<file path="config.mk">
export PLATFORM = sky130hd
export DESIGN_NAME = irda_mir_rx_demod
export DESIGN_NICKNAME = d
export VERILOG_FILES = /design/src/rtl/irda_mir_rx_demod.sv
export SDC_FILE = /design/constraint.sdc
export NUM_CORES = 1
export LEC_CHECK = 0
export ABC_AREA = 1
export CORE_ASPECT_RATIO = 0.6
export CORE_MARGIN = 2
export CORE_UTILIZATION = 50
export DETAILED_ROUTE_END_ITERATION = 16
export PLACE_DENSITY = 0.78
export RECOVER_POWER = 50
export SYNTH_ARGS = -nofsm -noshare
export SYNTH_HDL_FRONTEND = slang
export SYNTH_SLANG_ARGS = --single-unit
</file>
<file path="constraint.sdc">
create_clock -name clk -period 1.5 [get_ports clk]
set_clock_uncertainty 0.05 [all_clocks]
set_input_delay 0.225 -clock clk [delete_from_list [all_inputs] [get_ports clk]]
set_output_delay 0.225 -clock clk [all_outputs]
set_load 0.1 [all_outputs]
</file>
<file path="src/rtl/irda_mir_rx_demod.sv">
// rtl/irda_mir_rx_demod.sv - MIR receive demodulator: pulse-aligned bit-cell recovery with activity flag
module irda_mir_rx_demod #(
  parameter int DIV_W = 8
) (
  input  logic             clk,
  input  logic             wb_rst_n,
  input  logic             rx_pad_i,
  input  logic             rx_invert,
  input  logic             mir_en,
  input  logic [DIV_W-1:0] mir_div,
  output logic             rx_o,
  output logic             mir_rxbit_enable,
  output logic             rx_active
);

  logic             s1, s2, s3;
  logic             pstart;
  logic [DIV_W-1:0] cnt;
  logic [DIV_W-1:0] half;
  logic             pulse_seen;
  logic [3:0]       idle_cnt;
  logic [3:0]       idle_inc;
  logic             late_pulse;
  logic             cell_end;
  logic             close_cell;

  assign pstart     = s2 & ~s3;
  assign half       = mir_div >> 1;
  assign late_pulse = pstart && (cnt > half);
  // A pulse landing on the last count takes the late-pulse path, so cell_end excludes it.
  assign cell_end   = !pstart && (cnt == mir_div);
  assign close_cell = late_pulse | cell_end;
  assign idle_inc   = (idle_cnt == 4'd8) ? idle_cnt : idle_cnt + 4'd1;

  always_ff @(posedge clk or negedge wb_rst_n) begin
    if (!wb_rst_n) begin
      s1 <= 1'b0;
      s2 <= 1'b0;
      s3 <= 1'b0;
    end else begin
      s1 <= rx_pad_i ^ rx_invert;
      s2 <= s1;
      s3 <= s2;
    end
  end

  always_ff @(posedge clk or negedge wb_rst_n) begin
    if (!wb_rst_n) begin
      cnt              <= '0;
      pulse_seen       <= 1'b0;
      idle_cnt         <= 4'd0;
      rx_o             <= 1'b1;
      mir_rxbit_enable <= 1'b0;
      rx_active        <= 1'b0;
    end else if (!mir_en) begin
      cnt              <= '0;
      pulse_seen       <= 1'b0;
      idle_cnt         <= 4'd0;
      rx_o             <= 1'b1;
      mir_rxbit_enable <= 1'b0;
      rx_active        <= 1'b0;
    end else begin
      mir_rxbit_enable <= close_cell;
      if (close_cell)
        rx_o <= ~pulse_seen;

      if (pstart) begin
        cnt        <= DIV_W'(1);
        pulse_seen <= 1'b1;
      end else if (cell_end) begin
        cnt        <= '0;
        pulse_seen <= 1'b0;
      end else begin
        cnt <= cnt + DIV_W'(1);
      end

      // Bit stuffing bounds the gap between pulses, so eight empty cells means the frame is over.
      if (pstart) begin
        rx_active <= 1'b1;
        idle_cnt  <= 4'd0;
      end else if (cell_end && !pulse_seen) begin
        idle_cnt <= idle_inc;
        if (idle_inc == 4'd8)
          rx_active <= 1'b0;
      end
    end
  end

endmodule

</file>
Yosys cells after proc, flatten, opt, wreduce, memory -nomap -nowiden
Cells that the tools add are included.
{ "word_totals": {"ff_bits": 19, "inputBits": 13, "output_inout_bits": 3} }
{ "classes": {"add_sub_neg": 2, "magnitude_cmp": 1, "eq_ne": 7, "mux": 17, "n_bitwise": 5, "n_reduce_logical": 6} }
{ "ops": {"columns": ["op", "n"], "rows": [
  ["$mux 8", 3],
  ["$mux 4", 4],
  ["$mux 1", 10],
  ["$ne 3x1->1 const B", 3],
  ["$add 8x1->8 const B", 1],
  ["$eq 4x4->1 const B", 2],
  ["$eq 8x8->1", 1],
  ["$gt 8x7->1", 1],
  ["$add 4x1->4 const B", 1],
  ["$logic_and 1x1->1", 3],
  ["$logic_not 1->1", 2],
  ["$ne 2x1->1 const B", 1],
  ["$not 1->1", 2],
  ["$reduce_and 2->1", 1],
  ["$and 1x1->1", 1],
  ["$or 1x1->1", 1],
  ["$xor 1x1->1", 1]
]} }

Longest topological paths before layout
{ "logic_depth": {"ltp_word": 8, "depth_mapped": 13} }

Worst setup path before layout
No wires, ideal clock.
{ "synth_path": {"path_kind": "reg2reg", "start": "register cnt[3]", "end": "register rx_o", "setup_time_ps": 83, "t_arrival_ps": 1225, "setup_slack_ps": 142, "path_stages_with_launch": 12, "n_path_buf": 0, "period_less_slack_ps": 1358, "cell_sequence": "dfrtp_1 ha_1 nand2_1 inv_1 nand2_1 nand2_1 nand2_1 nand2_1 nand2_1 nand2_1 nand2_1 nand3_1"} }
{ "synth_between": {"elab_chain_cells": 4, "word_cells_on_any_way": 6, "classes_between": "order compare (1); eq/ne (2); bitwise (1); reduce/logical (2)"} }
{ "synth_lines": {"columns": ["element", "line_no", "text"], "rows": [
  ["start: declaration", "18", "logic [DIV_W-1:0] cnt;"],
  ["start signal: assignment", "74", "cnt <= cnt + DIV_W'(1);"],
  ["$gt 8x7->1 / $eq 8x8->1 (equally long branches)", "29, 31", null],
  ["$logic_and 1x1->1, on equally long branches", "29, 31", null],
  ["$or 1x1->1 *", "32", "assign close_cell = late_pulse | cell_end;"],
  ["$ne 2x1->1 (no line) *", null, null],
  ["end signal: assignment", "65", "rx_o <= ~pulse_seen;"],
  ["end: declaration", "11", "output logic rx_o,"]
]} }
Mark *: on every way between the ends. The rest lies on a longest branch, timed or not.
A chain may end at the register's enable or synchronous reset.

Worst setup path in the final report
{ "layout_path": {"start": "register cnt[2]", "end": "register rx_active"} }
{ "layout_between": {"elab_chain_cells": 5} }
{ "layout_lines": {"columns": ["element", "line_no", "text"], "rows": [
  ["$eq 8x8->1", "31", "assign cell_end = !pstart && (cnt == mir_div);"],
  ["$logic_and 1x1->1", "31", null],
  ["$logic_and 1x1->1", "81", "end else if (cell_end && !pulse_seen) begin"],
  ["$ne 3x1->1 (no line)", null, null],
  ["$reduce_and 2->1 (no line)", null, null],
  ["end signal: assignment", "54", "rx_active <= 1'b0;"],
  ["end signal: assignment", "79", "rx_active <= 1'b1;"],
  ["end signal: assignment", "84", "rx_active <= 1'b0;"],
  ["end: declaration", "13", "output logic rx_active"]
]} }
No other way between the ends.

==> results.toml <==
[run_status]
outcome = "finished, violations left"
violations = "setup timing"

[pwr]
swShare_pct = 31.03
internal-power_w = 0.0008755
seqPwrFrac_pct = 44.4
clkPwrFrac_pct = 28.3
power.switching_w = 0.0003938
irDropWorstVdd_v = 0.0005726
p_total_w = 0.001269
leakagePower_nw = 0.9696
p_comb_share_pct = 27.3
power.density_nw_per_um2 = 664.4

[cts]
clockRootBuffer = "clkbuf_8"
cts_tree = "built"
clockBufferDepth = 2
holdBufCountCts = 0
path_clk_slew_ns = 0.07
cts_sinks = 19
cts-buffers-inserted = 3
htree_levels = 1
insertion_delay_ns = 0.26

[global_route]
grt_max_degree = 20
grt_pass1_vias = 1282
overflow = 0
antenna_found_initial = 0
grt_pass1_wl_um = 5595
grtUsageTotal_pct = 24.21

[synthesis]
synth_edf_count = 0
syn_avg_cell_area_um2 = 7.095
yosys-top-cells-area = "dfrtp_1 (35%), nand2_1 (18%), ha_1 (9.7%)"
synth_top_area_share_pct = 34.88
synth_most_common_cell = "nand2_1"
netlist_instances = 182
yosys-top-cells-count = "nand2_1 (63), inv_1 (29), nor2_1 (20)"
yosys_most_used_dff = "dfrtp_1"
synth_area_um2 = 1291
synth.yosys.seq_area_share_pct = 36.92
synthArstFlopShare_pct = 100.0
syn_nets = 205
synth_seq_cells = 19
post-synth-top-area-cell = "dfrtp_1"
yosys.cell_types.count = 20
ys_warn_count = 0

[worst_setup_path]
critPathMaxStageDelay_ns = 0.43
slowest_stage = "dfrtp_2"
path_class = "reg2reg"
critPathLaunchType = "flop"
cp_max_fo = 4
crit_family = "simple AND/OR/NAND/NOR gates"
path_buf_inv = 2
required_ns = 1.59
critPathArrivalTime_ns = 1.66
cp-end-kind = "flop"
crit_path_cell_trace = "buf_6, inv_4, nand2_2, nand2_2, nor2_4, nand2_4, nor2_4, nand4_1, nand2_1, nand2_1"

[sta]
rsz0062_at_grt = "yes"
fmax_ghz = 0.6382
slew-limit-headroom_pct = 32.14
slew_violations = 0
finalCritPeriodShare_pct = 104.5
final.min_clock_period_ns = 1.567
final-hold-violation-count = 0
fin_ws_ns = -0.06694
holdWs_ns = 0.3105
worstMarginPinSlew_ns = 1.018
final-setup-viol-count = 8

[detailed_routing]
wl_um = 3649
vias = 1344
vias_per_cell = 5.209
first_pass_iters = 4
post-route-drc-count = 0
ant_nets = 0
drt_iter0_drc = 75
drt-wirelength-per-cell_um = 14.14

[layout]
nets = 250
drive_above_1_share_pct = 37.61
final_area_um2 = 1911
syn_to_final_growth_pct = 47.96
multi_input_area_um2 = 845.8
fillerInstances = 166
final-instance-count-excl-fill = 258
area.sequential_um2 = 485.5
antenna_cells = 0
fin_util_pct = 77.36

[job]
cap_violations = 0

[placed_design]
dpl.cell_count = 246
placement.cell_area_um2 = 1639
dp_hpwl_um = 2503
portBuffers = 15
gp_congestion = 0.8751

[die]
die_w_um = 69.61
fp.dieArea_um2 = 3018
num_rows = 14
io_pins = 16
initial_core_util_pct = 52.28
die_y_um = 43.37
core_um2 = 2470

[hold_path]
hp-class = "reg2reg"
-- final timing paths --
check                                      start                 endpoint  slack, ns  cells after the start
max in group asynchronous               wb_rst_n         cnt[6]$_DFF_PN0_       0.18                      2
min in group asynchronous               wb_rst_n  idle_cnt[0]$_DFFE_PN0P_       0.53                      2
worst max-delay path            cnt[2]$_DFF_PN0_    rx_active$_DFFE_PN0P_      -0.07                     10
worst min-delay path                s1$_DFF_PN0_             s2$_DFF_PN0_       0.31                      0
worst min register to register      s1$_DFF_PN0_             s2$_DFF_PN0_       0.31                      0
worst max register to register  cnt[2]$_DFF_PN0_    rx_active$_DFFE_PN0P_      -0.07                     10
-- stage by stage --
step / worst slack [ns] / TNS, ns
after floorplan: 0.1417 / 0
after global placement: -0.3108 / -3.962
after detailed placement: -0.4244 / -4.398
after CTS: 0.002804 / 0
after global routing: -0.1561 / -1.413
final: -0.06694 / -0.1798
-- state kept, by name, summed over array words and instances (netlist names) --
| register | flops |
|---|---|
| s2 | 1 |
| mir_rxbit_enable | 1 |
| s1 | 1 |
| s3 | 1 |
| cnt | 8 |
| rx_o | 1 |
| pulse_seen | 1 |
| idle_cnt | 4 |
| rx_active | 1 |
-- placed cells by master (no fill, tap or decap), types with 2 or more instances in the layout --
cell type,netlist,routed
inv_2,4,10
nand3_2,0,2
nor2_1,20,15
nand2_4,1,2
buf_12,0,3
a21oi_2,0,4
clkdlybuf4s50_1,0,6
nand4_1,7,7
buf_4,0,23
clkbuf_1,0,2
inv_1,29,22
clkbuf_8,0,3
ha_4,0,5
xor2_1,6,6
dfrtp_1,18,11
xnor2_1,3,3
nor2_4,0,2
nand3_1,7,5
dlygate4sd2_1,0,4
nor2_2,2,5
ha_1,10,5
dfrtp_2,0,7
dlymetal6s2s_1,0,2
nand2_2,1,14
nand2_1,63,49
-- per-layer routing --
metal / wire, um / share of wire (%) / vias to the layer above / track usage, %
li1: - / - / 650 / -
met1: 1519 / 42 / 615 / 32.44
met2: 1755 / 48 / 69 / 41.15
met3: 323 / 8.9 / 10 / 4.884
met4: 51 / 1.4 / 0 / 6.667
met5: 0 / 0 / - / 0
-- power by group through the flow --
stage	registers, W	logic (W)	clock network, W
after floorplan	0.000589	0.000128	0
final	0.000564	0.000346	0.000359
after detailed placement	0.000569	0.000282	0
after global routing	0.000566	0.000373	0.000383
after CTS	0.000562	0.000313	0.000364
after global placement	0.000567	0.000270	0
-- repair_timing --
action                                  4_1_cts  5_1_grt
pin swaps                                     8       20
endpoints found under the setup margin        7       16
resized for setup                            29       28
endpoints found under the hold margin         0        0
buffers inserted                              5        3
-- final cells by class --
type	count	area share (%)
clock buffer	4	2.358
sequential	19	25.41
tap	32	2.096
inverter	33	6.614
timing repair buffer	40	19.25
multi-input combinational	130	44.27
-- kinds of logic (layout without fill, tap and decap cells) --
logic type,after synthesis,after routing,share of synthesized area [%]
flip-flops,19,19,36.92
adder cells (fa/ha/maj),10,10,9.690
AO/OA/AOI/OAI,8,8,4.167
buffers and inverters,33,77,9.592
XOR/XNOR,9,9,6.105
AND/OR/NAND/NOR,103,103,33.53
Note: power is estimated with default switching activity, not from simulation.
